**src/rtl/pic_rom_streamer.sv**
```systemverilog
// pic_rom_streamer
// Reads a picture out of a single-port ROM and presents it as a valid/ready
// pixel stream with start-of-frame, end-of-line and end-of-frame markers.
// Reads are issued only while in-flight reads plus buffered pixels leave room
// in the output FIFO, so downstream backpressure never loses a ROM word.
// The first read is issued in the start cycle, so the first beat appears
// RD_LATENCY+1 cycles after start.
module pic_rom_streamer #(
  parameter int ADDR_WIDTH = 16,
  parameter int DATA_WIDTH = 24,
  parameter int IMG_W      = 256,
  parameter int IMG_H      = 256,
  parameter int RD_LATENCY = 1,
  parameter int FIFO_DEPTH = 4
) (
  input  logic                  clk,
  input  logic                  rst_n,
  input  logic                  start,
  output logic                  busy,
  output logic                  done,
  output logic [ADDR_WIDTH-1:0] rom_addr,
  input  logic [DATA_WIDTH-1:0] rom_rd_data,
  output logic                  m_valid,
  input  logic                  m_ready,
  output logic [DATA_WIDTH-1:0] m_data,
  output logic                  m_sof,
  output logic                  m_eol,
  output logic                  m_eof
);

  localparam int NPIX = IMG_W * IMG_H;
  localparam int PW   = (FIFO_DEPTH > 1) ? $clog2(FIFO_DEPTH) : 1;
  localparam int CW   = $clog2(FIFO_DEPTH + 1);
  localparam int EW   = DATA_WIDTH + 3;

  localparam logic [ADDR_WIDTH-1:0] LAST_ADDR = ADDR_WIDTH'(NPIX - 1);
  localparam logic [ADDR_WIDTH-1:0] X_LAST    = ADDR_WIDTH'(IMG_W - 1);
  localparam logic [PW-1:0]         PTR_LAST  = PW'(FIFO_DEPTH - 1);
  localparam logic [CW:0]           DEPTH_C   = (CW + 1)'(FIFO_DEPTH);

  typedef enum logic [1:0] {
    S_IDLE  = 2'd0,
    S_ISSUE = 2'd1,
    S_DRAIN = 2'd2
  } state_t;

  // Number of reads still travelling through the ROM latency pipe.
  function automatic logic [CW-1:0] popcount(input logic [RD_LATENCY-1:0] v);
    logic [CW-1:0] n;
    n = '0;
    for (int i = 0; i < RD_LATENCY; i++) begin
      n = n + CW'(v[i]);
    end
    return n;
  endfunction

  // FIFO pointer advance with wrap for any depth.
  function automatic logic [PW-1:0] ptr_inc(input logic [PW-1:0] p);
    logic [PW-1:0] r;
    if (p == PTR_LAST) begin
      r = '0;
    end else begin
      r = p + PW'(1);
    end
    return r;
  endfunction

  state_t                state_q, state_d;
  logic [ADDR_WIDTH-1:0] addr_q, addr_d;
  logic [ADDR_WIDTH-1:0] x_q, x_d;
  logic [ADDR_WIDTH-1:0] y_q, y_d;
  logic [ADDR_WIDTH-1:0] last_addr_q, last_addr_d;

  logic [RD_LATENCY-1:0] pv_q;
  logic [2:0]            pt_q [RD_LATENCY];

  logic [EW-1:0]         mem_q [FIFO_DEPTH];
  logic [PW-1:0]         wr_ptr_q, rd_ptr_q;
  logic [CW-1:0]         cnt_q;

  logic                  issue_s;
  logic                  done_s;
  logic                  credit_ok_s;
  logic [CW-1:0]         inflight_s;
  logic [2:0]            tag_s;
  logic                  push_s;
  logic                  pop_s;
  logic [EW-1:0]         head_s;

  assign inflight_s  = popcount(pv_q);
  assign credit_ok_s = ({1'b0, inflight_s} + {1'b0, cnt_q}) < DEPTH_C;
  assign tag_s       = {addr_q == '0, x_q == X_LAST, addr_q == LAST_ADDR};

  assign push_s  = pv_q[RD_LATENCY-1];
  assign m_valid = (cnt_q != '0);
  assign pop_s   = m_valid && m_ready;
  assign head_s  = mem_q[rd_ptr_q];

  assign m_data  = m_valid ? head_s[DATA_WIDTH-1:0] : '0;
  assign m_sof   = m_valid && head_s[EW-1];
  assign m_eol   = m_valid && head_s[EW-2];
  assign m_eof   = m_valid && head_s[EW-3];

  assign rom_addr = issue_s ? addr_q : last_addr_q;
  assign busy     = (state_q != S_IDLE);
  assign done     = done_s;

  // Frame sequencing: decide when to issue a read and when the frame is done.
  always_comb begin
    state_d = state_q;
    issue_s = 1'b0;
    done_s  = 1'b0;
    case (state_q)
      S_IDLE: begin
        if (start) begin
          issue_s = credit_ok_s;
          state_d = S_ISSUE;
        end else begin
          state_d = S_IDLE;
        end
      end
      S_ISSUE: begin
        if (credit_ok_s) begin
          issue_s = 1'b1;
          if (addr_q == LAST_ADDR) begin
            state_d = S_DRAIN;
          end else begin
            state_d = S_ISSUE;
          end
        end else begin
          state_d = S_ISSUE;
        end
      end
      S_DRAIN: begin
        // One entry left with nothing in flight means the head is the final pixel.
        if ((pv_q == '0) && (cnt_q == CW'(1)) && m_ready) begin
          done_s  = 1'b1;
          state_d = S_IDLE;
        end else begin
          state_d = S_DRAIN;
        end
      end
      default: begin
        state_d = S_IDLE;
      end
    endcase
  end

  // Address, column and line counters; they return to zero after the last pixel.
  always_comb begin
    addr_d      = addr_q;
    x_d         = x_q;
    y_d         = y_q;
    last_addr_d = last_addr_q;
    if (issue_s) begin
      last_addr_d = addr_q;
      if (addr_q == LAST_ADDR) begin
        addr_d = '0;
        x_d    = '0;
        y_d    = '0;
      end else begin
        addr_d = addr_q + ADDR_WIDTH'(1);
        if (x_q == X_LAST) begin
          x_d = '0;
          y_d = y_q + ADDR_WIDTH'(1);
        end else begin
          x_d = x_q + ADDR_WIDTH'(1);
          y_d = y_q;
        end
      end
    end else begin
      last_addr_d = last_addr_q;
    end
  end

  // State and counter registers.
  always_ff @(posedge clk or negedge rst_n) begin
    if (!rst_n) begin
      state_q     <= S_IDLE;
      addr_q      <= '0;
      x_q         <= '0;
      y_q         <= '0;
      last_addr_q <= '0;
    end else begin
      state_q     <= state_d;
      addr_q      <= addr_d;
      x_q         <= x_d;
      y_q         <= y_d;
      last_addr_q <= last_addr_d;
    end
  end

  // Tag pipe tracking which ROM output cycles carry a requested pixel.
  always_ff @(posedge clk or negedge rst_n) begin
    if (!rst_n) begin
      pv_q <= '0;
      for (int i = 0; i < RD_LATENCY; i++) begin
        pt_q[i] <= 3'b000;
      end
    end else begin
      pv_q[0] <= issue_s;
      pt_q[0] <= tag_s;
      for (int i = 1; i < RD_LATENCY; i++) begin
        pv_q[i] <= pv_q[i-1];
        pt_q[i] <= pt_q[i-1];
      end
    end
  end

  // FIFO storage: capture ROM data with its markers when a tagged slot matures.
  always_ff @(posedge clk) begin
    if (push_s) begin
      mem_q[wr_ptr_q] <= {pt_q[RD_LATENCY-1], rom_rd_data};
    end
  end

  // FIFO pointers and occupancy; simultaneous push and pop keeps the count.
  always_ff @(posedge clk or negedge rst_n) begin
    if (!rst_n) begin
      wr_ptr_q <= '0;
      rd_ptr_q <= '0;
      cnt_q    <= '0;
    end else begin
      if (push_s) begin
        wr_ptr_q <= ptr_inc(wr_ptr_q);
      end
      if (pop_s) begin
        rd_ptr_q <= ptr_inc(rd_ptr_q);
      end
      case ({push_s, pop_s})
        2'b10:   cnt_q <= cnt_q + CW'(1);
        2'b01:   cnt_q <= cnt_q - CW'(1);
        default: cnt_q <= cnt_q;
      endcase
    end
  end

endmodule
```
**config.mk**
```make
export PLATFORM = sky130hd
export DESIGN_NAME = pic_rom_streamer
export DESIGN_NICKNAME = d
export VERILOG_FILES = /design/src/rtl/pic_rom_streamer.sv
export SDC_FILE = /design/constraint.sdc
export NUM_CORES = 1
export LEC_CHECK = 0
export CAP_MARGIN = 20
export CORE_MARGIN = 4
export CORE_UTILIZATION = 40
export DETAILED_ROUTE_END_ITERATION = 7
export GPL_ROUTABILITY_DRIVEN = 0
export REMOVE_ABC_BUFFERS = 1
export SETUP_SLACK_MARGIN = 0.4
export SLEW_MARGIN = 25
export SYNTH_ARGS = -nofsm -noshare
export SYNTH_HDL_FRONTEND = slang
export SYNTH_SLANG_ARGS = --single-unit
```
**constraint.sdc**
```tcl
create_clock -name clk -period 3.9 [get_ports clk]
set_input_delay 0.78 -clock clk [delete_from_list [all_inputs] [get_ports clk]]
set_output_delay 0.78 -clock clk [all_outputs]
set_load 0.01 [all_outputs]
```
==> flow_metrics.tcl, run 1 <==
set metrics [dict create \
    status "finished, final reports clean" \
    post-place-cells 783 \
    finClkSkew_ps 21.0 \
    path_clk_slew_ps 70 \
    endpoint_kind "output pin" \
    rsz0062_at_grt "yes" \
    peakVddDrop_mv 0.427 \
    cts_hold_buf 0 \
    synth_ff_type "edfxtp_1" \
    die_y_um 142 \
    r2r_cells 7 \
    cp-startpoint "start" \
    synth_edf_count 108 \
    crit_type "in -> out" \
    portBuffers 73 \
    use_met2 0.242 \
    post-route-min-period_ps 3430 \
    synth-async-reset-ratio 0.361 \
    arrival_ps 2650 \
    r2r_start "addr_q[0]$_DFFE_PN0P_" \
    start_util 0.411 \
    synthAdderAreaFrac 0.0228 \
    firstDrtPassIters 4 \
    clock_latency_ps 420 \
    synth-seq-cells 169 \
    power.density_mw_per_mm2 772 \
    tritoncts "done" \
    core_mm2 0.0174 \
    grt_start_max_net_pins 50 \
    drive_gt1_frac 0.152 \
    fin_area_mm2 0.00884 \
    diodes 0 \
    synth_xor_area_frac 0.0123 \
    gr-total-overflow 0 \
    synthSimpleGateAreaFrac 0.125 \
    avgViaCountPerCell 5.24 \
    finalHoldWorstSlack_ps 378 \
    drc 0 \
    drv_cap 0 \
    fillers 1424 \
    die_w_um 142 \
    clock_path_buffers 2 \
    p_leak_nw 3.33 \
    nets 619 \
    yosysWarnings 0 \
    synth_top_area_share 0.455 \
    critPathRequiredTime_ps 3120 \
    grt_pass1_wl_mm 23.4 \
    grt_pass1_vias 4437 \
    fin_cells 816 \
    final-seq-area_mm2 0.00477 \
    synth_top_family_by_area "simple AND/OR/NAND/NOR gates" \
    syn_inst 495 \
    yosysSeqAreaShare 0.669 \
    setup_tns_ps 0 \
    synth.area.mux_share 0.0953 \
    place_area_mm2 0.00815 \
    period_share 0.881 \
    hold_class "in -> async" \
    routed_wl_mm 14.0 \
    fp.dieArea_mm2 0.0200 \
    yosysTopAreaCell "edfxtp_1" \
    worst_slew_pin_slew_ps 686 \
    slew_headroom 0.539 \
    finalPower_mw 6.83 \
    start_kind "input port" \
    synth_area_leaders "edfxtp_1 45%, dfrtp_1 21%, mux4_2 8.5%, nand2_1 3.5%, and2_1 2.8%" \
    avgRoutedWirePerCell_um 17.2 \
    drtAntennaViolNets 0 \
    drt-initial-drc-count 285 \
    syn_avg_cell_area_um2 14.4 \
    synth_compound_area_frac 0.0526 \
    num_vias 4275 \
    grtUsageMet3 0.0347 \
    hold_viol_final 0 \
    ios 74 \
    cts_root_buffer "clkbuf_16" \
    htree_levels 4 \
    cts_num_sinks 169 \
    max_freq_mhz 291 \
    syn2layout_area_growth_pct 24.0 \
    multiInputGateArea_mm2 0.00221 \
    cts_buffers 17 \
    critPathMaxFanout 46 \
    netlist_area_mm2 0.00713 \
    setup_viol 0 \
    maxSlewViolCount 0 \
    synth.distinct_cells 50 \
    gr-usage-met1 0.198 \
    grt-busiest-layer "met2" \
    rows 48 \
    grt_usage 0.147 \
    antenna_found_initial 0 \
    hpwlAfterDp_mm 8.77 \
]
[cells by family (layout without fill, tap and decap cells)]
kind of cell | count (synthesis) | count (layout)
XOR/XNOR | 10 | 10
adder cells (fa/ha/maj) | 13 | 13
AND/OR/NAND/NOR | 171 | 171
flip-flops | 169 | 169
multiplexers | 34 | 34
AO/OA/AOI/OAI | 60 | 60
buffers and inverters | 38 | 134
[stage by stage]
| step | utilization | setup slack [ps] |
|---|---|---|
| 6_report | 0.509 | 465 |
| 5_1_grt | 0.509 | 373 |
| 4_1_cts | 0.507 | 386 |
| 3_5_place_dp | 0.470 | 323 |
| 3_3_place_gp | 0.470 | 374 |
| 2_1_floorplan | - | 561 |
[power by group]
part / internal, mW / switching [mW] / total (mW)
clock: 1.09 / 0.709 / 1.80
sequential: 2.37 / 0.214 / 2.59
combinational: 1.26 / 1.19 / 2.45
[worst paths after layout]
check	to	slack (ps)
min	addr_q[15]$_DFFE_PN0P_	380
min reg2reg	last_addr_q[8]$_DFF_PN0_	470
min in group clk	last_addr_q[8]$_DFF_PN0_	470
max in group asynchronous	x_q[13]$_DFFE_PN0P_	2870
max	rom_addr[0]	470
max reg2reg	x_q[10]$_DFFE_PN0P_	1520
[area by class of cell]
class,count,share of cell area
clock inverters,15,0.0241
inverters,16,0.00679
well taps,225,0.0318
flip-flops and latches,169,0.540
clock buffers,17,0.0481
repair buffers,86,0.0995
multi-input cells,288,0.250
[layer usage]
| metal | wire, um | share of wire |
|---|---|---|
| met3 | 519 | 0.037 |
| met5 | 0 | 0 |
| met2 | 6970 | 0.50 |
| met4 | 191 | 0.014 |
| met1 | 6340 | 0.45 |
[cell usage after synthesis, types with 2 or more instances]
library cell / instances
a21oi_1: 11
buf_2: 10
xor2_1: 5
o31ai_1: 3
dfrtp_1: 61
nand4_1: 9
o21ai_0: 26
or2_2: 2
a31oi_1: 2
nor4_1: 2
inv_1: 16
xnor2_1: 5
nor2_1: 15
and2_1: 32
mux2i_1: 6
clkbuf_1: 10
edfxtp_1: 108
a21o_1: 5
a22o_1: 5
or3_1: 3
nand4b_1: 3
ha_1: 13
and4_1: 3
mux4_2: 27
nor3_1: 7
nand3_1: 15
or4_1: 2
nand2_1: 67
[registers in the layout, indices dropped and copies added (netlist names)]
| signal | count |
|---|---|
| addr_q | 16 |
| cnt_q | 3 |
| wr_ptr_q | 2 |
| last_addr_q | 16 |
| state_q | 2 |
| rd_ptr_q | 2 |
| mem_q | 108 |
| x_q | 16 |
| push_s | 1 |
| pt_q | 3 |
[critical path: stages]
cell and delay, ps:
clkdlybuf4s50_1 450, nor2_1 50, or3b_1 400, buf_6 230
o21ai_1 180, clkdlybuf4s50_1 560
[placed cells by master (no fill, tap or decap), types with 15 or more instances in the layout]
cell type / count
and2_1: 32
clkbuf_16: 18
clkdlybuf4s50_1: 69
dfrtp_1: 60
edfxtp_1: 108
inv_1: 15
mux4_2: 27
nand2_1: 67
nand3_1: 15
nor2_1: 15
o21ai_0: 23
[what timing repair did]
item,4_1_cts,5_1_grt
gates resized for setup,4,7
buffers inserted,0,0
gates cloned,0,1
endpoints found under the setup margin,3,11
pin swaps,0,0
Note: power is estimated with default switching activity, not from simulation.
==> run 2: changes to the inputs <==
==> constraint.sdc (replaced) <==
create_clock -name clk -period 3.9 [get_ports clk]
set_input_delay 0.78 -clock clk [delete_from_list [all_inputs] [get_ports clk]]
set_output_delay 0.78 -clock clk [all_outputs]
set_load 0.005 [all_outputs]
==> run 2 against run 1 <==
  * First-iteration DRC count decreased by 46%
  * Global-route usage down 0.077 points
  * Wire length shrank 0.54%
  * Hold slack got worse by 36 ps
  * Worst setup slack better by 7.3 ps
  * Maximum frequency up 0.21%
  * Core utilization shrank 0.19 points
  * Clock skew down 9.9 ps
  * Combinational power is 9.0% lower
==> flow_metrics.tcl, run 2 (synthesis gave the netlist of run 1 again) <==
set metrics [dict create \
    worst_slew_pin_slew_ps 843 \
    p_leak_nw 3.28 \
    period_share 0.879 \
    critPathTopFamily "buffers and inverters" \
    r2r_cells 6 \
    max_stage_delay_ps 540 \
    diodes 0 \
    tritoncts "done" \
    start_kind "input port" \
    finalHoldWorstSlack_ps 342 \
    cts.repair.resized 4 \
    cp-startpoint "start" \
    die_y_um 142 \
    layout_common_cells "108 x edfxtp_1, 71 x clkdlybuf4s50_1, 67 x nand2_1" \
    final_common_cell "edfxtp_1" \
    drv_cap 0 \
    clock_latency_ps 420 \
    ios 74 \
    post_cts_buffers 0 \
    path_clk_slew_ps 60 \
    drive_gt1_frac 0.147 \
    switching_share 0.302 \
    arrival_ps 2650 \
    post-route-min-period_ps 3430 \
    cts_hold_buf 0 \
    clock_path_buffers 2 \
    setup_tns_ps 0 \
    max_freq_mhz 292 \
    largest_reg_flops 108 \
    finClkSkew_ps 11.1 \
    avgRoutedWirePerCell_um 17.1 \
    critPathMaxFanout 46 \
    rows 48 \
    rsz0062_at_grt "yes" \
    num_vias 4241 \
    grt_pass1_wl_mm 22.9 \
    firstDrtPassIters 4 \
    status "finished, final reports clean" \
    start_util 0.411 \
    hold_class "in -> async" \
    antenna_found_initial 0 \
    r2r_start "x_q[0]$_DFFE_PN0P_" \
    slowest_stage "clkdlybuf4s50_1" \
    crit_type "in -> out" \
    drt-initial-drc-count 155 \
    nets 618 \
    seqPwrFrac 0.401 \
    p_int_mw 4.64 \
    slew_headroom 0.438 \
    routed_wl_mm 13.9 \
    setup_viol 0 \
    core_mm2 0.0174 \
    gr-total-overflow 0 \
    drc 0 \
    power_frac_clock 0.263 \
    die_w_um 142 \
    fp.dieArea_mm2 0.0200 \
    peakVddDrop_mv 0.489 \
    drtAntennaViolNets 0 \
    path_cells "clkdlybuf4s50_1, nor2_1, or3b_1, buf_6, o21ai_1, clkdlybuf4s50_1" \
    regToRegSetupSlack_ps 1590 \
    path_common_cell "clkdlybuf4s50_1" \
    cts_num_sinks 169 \
    portBuffers 73 \
    critical_path_buf_inv_count 3 \
    critPathRequiredTime_ps 3120 \
    hold_viol_final 0 \
    grt_start_max_net_pins 47 \
    max_flop_register "mem_q" \
    avgViaCountPerCell 5.20 \
    hpwlAfterDp_mm 9.10 \
    power.density_mw_per_mm2 754 \
    grt_pass1_vias 4365 \
    grt_usage 0.146 \
    htree_levels 4 \
    combPwrFrac 0.336 \
    syn2layout_area_growth_pct 23.5 \
    finalPower_mw 6.65 \
    fillers 1431 \
    switchingPower_mw 2.01 \
    endpoint_kind "output pin" \
    cts_buffers 17 \
    maxSlewViolCount 0 \
    cts_root_buffer "clkbuf_16" \
    rr_endpoint "x_q[10]$_DFFE_PN0P_" \
]
## run 2: area by class of cell
| cell class | instances | area [um2] | area share |
|---|---|---|---|
| sequential | 169 | 4770 | 0.542 |
| multi-input combinational | 288 | 2220 | 0.252 |
| timing repair buffer | 85 | 862 | 0.0979 |
| clock buffer | 18 | 429 | 0.0487 |
| tap | 225 | 282 | 0.0320 |
| clock inverter | 14 | 185 | 0.0210 |
| inverter | 16 | 60.1 | 0.00682 |
## run 2: worst max-delay path by stage
stage,cells after the start,to
6_report,6,rom_addr[1]
5_1_grt,6,rom_addr[0]
4_1_cts,6,rom_addr[1]
3_5_place_dp,6,rom_addr[1]
3_3_place_gp,6,rom_addr[15]
2_1_floorplan,5,rom_addr[10]
## run 2: per-layer routing
layer	wire length (um)	vias to the layer above	share of wire	global-route usage
met3	684	10	0.049	0.0418
li1	-	2004	-	-
met5	0	-	0	0
met2	6900	112	0.50	0.243
met1	6220	2115	0.45	0.188
met4	134	0	0.0096	0.0449
## run 2: metrics by stage
| step | std cells | area, um2 | setup WS, ps | util |
|---|---|---|---|---|
| 4_1_cts | 815 | 8770 | 404 | 0.505 |
| 2_1_floorplan | 473 | 7030 | 590 | - |
| 5_1_grt | 815 | 8810 | 392 | 0.507 |
| 3_3_place_gp | 783 | 8150 | 394 | 0.470 |
| 6_report | 815 | 8810 | 473 | 0.507 |
| 3_5_place_dp | 783 | 8150 | 338 | 0.470 |
## run 2: power by group through the flow
stage               Clock, mW  Sequential, mW  Combinational (mW)
CTS                      1.78            2.66                2.26
detailed placement          0            2.69                2.25
global placement            0            2.67                2.22
global route             1.88            2.72                2.47
floorplan                   0            2.64                1.13
finish                   1.75            2.66                2.23
==> RTL change 1 (config.mk and constraints of run 1) <==
Take the reset off `last_addr_q` and load it in a clocked block of its own.
--- a/src/rtl/pic_rom_streamer.sv
+++ b/src/rtl/pic_rom_streamer.sv
@@ -182,3 +182,2 @@
       y_q         <= '0;
-      last_addr_q <= '0;
     end else begin
@@ -188,4 +187,7 @@
       y_q         <= y_d;
-      last_addr_q <= last_addr_d;
-    end
+    end
+  end
+
+  always_ff @(posedge clk) begin
+    last_addr_q <= last_addr_d;
   end
Function: differs if rst_n is asserted again (counterexample within 4 cycles, from zero or initial values and one cycle with rst_n low); with rst_n held inactive, the same outputs for 4 cycles.
==> RTL change 1 against run 1 <==
  * Total power is 3.5% lower
  * Wire length decreased by 4.3%
  * Sequential cell count is the same
  * Non-clock buffer count fell by 1
  * Area after synthesis fell by 2.3%
  * Combinational power fell by 4%
  * Global-route usage is 0.28 points lower
  * Cell area fell by 3.4%
  * Worst hold slack better by 0.022 ns
  * Setup slack better by 0.077 ns
  * Count of clock-buffer cells in the layout is 1 higher
  * First-iteration DRC count down 35%
  * Critical path type unchanged
  * Largest cell class unchanged
  * Largest power group unchanged
  * Highest routed layer unchanged
==> RTL change 1: results (changes against run 1) <==
Critical path
  • Setup slack, reg-to-reg: 1.61 ns (was 1.52 ns)
  • Cells on worst reg2reg path: 6 (was 7)
  • Crit Path Max Fanout: 27 (was 46)
  • Reg2reg start: addr_q[6]$_DFFE_PN0P_ (was addr_q[0]$_DFFE_PN0P_)
  • End of the critical path: rom_addr[4] (was rom_addr[0])
  • Critical path's largest stage delay: 0.54 ns (was 0.56 ns)
  • CP startpoint: start (unchanged)
  • CP max stage cell: clkdlybuf4s50_1 (unchanged)
  • FF-to-FF End: x_q[11]$_DFFE_PN0P_ (was x_q[10]$_DFFE_PN0P_)
  • CP Data Arrival Time: 2.58 ns (was 2.65 ns)
  • CP delay by family, top: buffers and inverters (unchanged)

Routing
  • WL met1: 5920 µm (was 6338 µm)
  • Met2 wire len: 6849 µm (was 6969 µm)
  • DRT Pass-1 Iters: 4 (unchanged)
  • Via count: 4111 (was 4275)
  • Post-Route WL: 13420 µm (was 14020 µm)
  • DR WL met3: 564 µm (was 519 µm)
  • DRT iter0 DRCs: 184 (was 285)
  • Via-to-Cell Ratio: 5.145 (was 5.239)

Power and ir drop
  • Leak pwr: 3.143 nW (was 3.330 nW)
  • Maximum VDD drop: 0.0004471 V (was 0.0004267 V)

Placement
  • Cell count after placement: 768 (was 783)
  • DP Wirelength: 8562 µm (was 8769 µm)
  • Post-place setup slack: 0.4265 ns (was 0.3229 ns)
  • Area after DPL: 7968 µm² (was 8154 µm²)

Yosys
  • Seq/Total Area, Yosys: 67.31% (was 66.89%)
  • Ys async rst share: 26.63% (was 36.09%)
  • Commonest cells in the netlist: edfxtp_1 (108), nand2_1 (72), dfrtp_1 (45) (was edfxtp_1 (108), nand2_1 (67), dfrtp_1 (61))
  • Synthesized instance count: 483 (was 495)
  • Post-synth EDFFs: 108 (unchanged)
  • Yosys warning total: 0 (unchanged)
  • Synth top area cells: edfxtp_1 (47%), dfrtp_1 (16%), mux4_2 (8.7%) (was edfxtp_1 (45%), dfrtp_1 (21%), mux4_2 (8.5%))
  • Distinct cell type count of the synthesized netlist: 54 (was 50)

STA
  • Worst rel slew slack: 45.14% (was 53.91%)
  • Hold Slack: 0.4001 ns (was 0.3777 ns)
  • Clock Skews: 0.006838 ns (was 0.02100 ns)
  • Final worst slack: 0.5426 ns (was 0.4654 ns)

Global route
  • Antenna violations before repair: 0 (unchanged)
  • Total GRT Usage: 14.42% (was 14.70%)
  • Vias in the first global route: 4265 (was 4437)
  • First-pass GRT wire length: 22340 µm (was 23370 µm)
  • Largest net degree at the start of global routing: 31 (was 50)

Outcome
  • Status: complete, no violations (unchanged)

Clock tree
  • H-tree depth: 4 (unchanged)
  • Clk root buf: clkbuf_16 (unchanged)
  • Clk slew on worst S/H paths: ~0.060 ns

Cells and area
  • Final Cell Area: 8539 µm² (was 8842 µm²)
  • Final #Nets: 608 (was 619)
  • Fillcell total: 1475 (was 1424)
  • Layout cells sized above 1: 13.30% (was 15.23%)

Floorplan
  • Total core area: 16820 µm² (was 17360 µm²)
[RTL change 1: changes by cell type after synthesis, sizes merged, moves of 7 or more]
cell and change:
o21ai -9, dfrtp -16, nand3 +8, a21oi -10, inv -7, dfxtp +16
[RTL change 1: final cells by class]
| cell class | instances | share of cell area [%] |
|---|---|---|
| Multi-Input combinational cell | 283 | 25.10 |
| Clock buffer | 18 | 5.026 |
| Clock inverter | 13 | 1.509 |
| Tap cell | 220 | 3.223 |
| Inverter | 11 | 0.5421 |
| Timing Repair Buffer | 85 | 9.641 |
| Sequential cell | 169 | 54.96 |
[RTL change 1: cells by family (layout without fill, tap and decap cells)]
group,count (synthesis),in the layout,synth area share [%]
buf+inv,31,127,1.976
compound gates,39,39,3.682
simple gates,188,188,13.86
xor+xnor,13,13,1.634
mux,30,30,9.195
flops,169,169,67.31
fa+ha+maj,13,13,2.335
[RTL change 1: power breakdown]
| group | total, W | switching, W | internal (W) |
|---|---|---|---|
| Clock | 0.00158 | 0.000654 | 0.000931 |
| Combinational | 0.00235 | 0.00113 | 0.00122 |
| Sequential | 0.00265 | 0.000264 | 0.00239 |
| Total | 0.00659 | 0.00205 | 0.00455 |
[RTL change 1: timing repair]
action / CTS / global route
buffers inserted: 0 / 0
endpoints found under the setup margin: 3 / 16
hold endpoints to repair: 0 / 0
hold buffers: 0 / 0
resized for setup: 1 / 5
[RTL change 1: routing by layer]
metal  global-route usage [%]  vias up
met3                    4.022        8
li1                         -     1959
met4                    4.284        0
met2                    23.58       87
met1                    18.95     2057
met5                        0        -
==> RTL change 2 (config.mk and constraints of run 1) <==
Made on the original files. Set the parameter `ADDR_WIDTH` to 15 (it was 16).
--- a/src/rtl/pic_rom_streamer.sv
+++ b/src/rtl/pic_rom_streamer.sv
@@ -8,3 +8,3 @@
 module pic_rom_streamer #(
-  parameter int ADDR_WIDTH = 16,
+  parameter int ADDR_WIDTH = 15,
   parameter int DATA_WIDTH = 24,
Interface: changed (resized rom_addr); port bits go from 74 to 73. The function was not compared with the original's and may differ.
==> RTL change 2 against run 1 <==
  * Setup slack better by 0.050 ns
  * Register-to-register slack worse by 0.22 ns
  * Count of clock-buffer cells in the layout stayed put
  * Synthesized cell count rose by 0.61%
  * Via count unchanged
  * Wire length fell by 3.0%
  * Sequential cell count decreased by 3
  * Total power up 1.2%
  * Cell area shrank 2.0%
  * Area after synthesis down 0.47%
  * Critical path type unchanged
==> RTL change 2: results (changes against run 1) <==
Outcome
  • Status: complete, no violations (unchanged)

Cells and area
  • Non-Filler Instances: 815 (was 816)
  • Area taken by multi-input logic gates: 2197 µm² (was 2212 µm²)
  • Fillcell total: 1492 (was 1424)
  • Inverters: 18 (was 16)
  • Buffering overhead: 10.03% (was 9.948%)
  • Layout cells sized above 1: 14.07% (was 15.23%)
  • FF/Latch Area: 4696 µm² (was 4771 µm²)

Global route
  • Largest net degree at the start of global routing: 36 (was 50)
  • Total GRT Usage: 14.68% (was 14.70%)
  • First-pass GRT wire length: 23010 µm (was 23370 µm)

Placement
  • Post-place setup slack: 0.3945 ns (was 0.3229 ns)
  • DP Wirelength: 8817 µm (was 8769 µm)
  • Port bufs: 72 (was 73)

Critical path
  • CP Data Arrival Time: 2.60 ns (was 2.65 ns)
  • Critical path's largest stage delay: 0.54 ns (was 0.56 ns)
  • Cells on worst reg2reg path: 5 (was 7)
  • Setup slack, reg-to-reg: 1.30 ns (was 1.52 ns)
  • Crit Path Max Fanout: 17 (was 46)
  • End of the critical path: rom_addr[12] (was rom_addr[0])

Power and ir drop
  • Cell-internal power: 0.004662 W (was 0.004714 W)
  • Leak pwr: 3.241 nW (was 3.330 nW)
  • Clock share of power: 22.5% (was 26.3%)
  • Total power: 0.006913 W (was 0.006830 W)
  • Seq pwr share: 39.3% (was 37.9%)

Routing
  • WL/cell: 16.68 µm (was 17.18 µm)
  • Via-to-Cell Ratio: 5.245 (was 5.239)
  • DRT iter0 DRCs: 284 (was 285)

Yosys
  • Adder-cell share of the synthesized area: 2.292% (was 2.281%)
  • Seq/Total Area, Yosys: 66.15% (was 66.89%)
  • Mux cell area share after synthesis: 9.291% (was 9.528%)
  • Commonest cells in the netlist: edfxtp_1 (108), nand2_1 (61), dfrtp_1 (58) (was edfxtp_1 (108), nand2_1 (67), dfrtp_1 (61))
  • Syn_area_per_cell: 14.25 µm² (was 14.41 µm²)
  • Synth Area in Compound Gates: 5.113% (was 5.264%)
  • Ys async rst share: 34.94% (was 36.09%)
  • #FFs+latches synth: 166 (was 169)

STA
  • Clock Skews: 0.01166 ns (was 0.02100 ns)
  • Final worst slack: 0.5157 ns (was 0.4654 ns)
  • Least-Margin Pin Slew: 0.7251 ns (was 0.6861 ns)
-- RTL change 2: cell types whose count changed in the layout (fill, tap and decap cells not counted), moves of 4 or more --
cell and change:
o21ai_1 +4, nor4_1 +7, nand2_1 -6, nor2_1 -4, a22o_1 -5
-- RTL change 2: how the worst min path moves through the flow --
stage	start	to	slack, ns	cells past startpoint
final	rst_n	wr_ptr_q[0]$_DFFE_PN0P_	0.34	1
after global routing	rst_n	wr_ptr_q[0]$_DFFE_PN0P_	0.37	1
after global placement	last_addr_q[4]$_DFF_PN0_	last_addr_q[4]$_DFF_PN0_	0.46	2
after CTS	rst_n	addr_q[3]$_DFFE_PN0P_	0.34	1
after floorplan	pt_q[0]$_DFF_PN0_	mem_q[0][24]$_DFFE_PP_	0.45	0
after detailed placement	last_addr_q[14]$_DFF_PN0_	last_addr_q[14]$_DFF_PN0_	0.46	2
-- RTL change 2: metal layers --
metal	wire length (µm)	global-route usage, %
met1	6019	18.90
met2	6771	24.18
met3	607	3.935
met4	197	4.997
met5	0	0
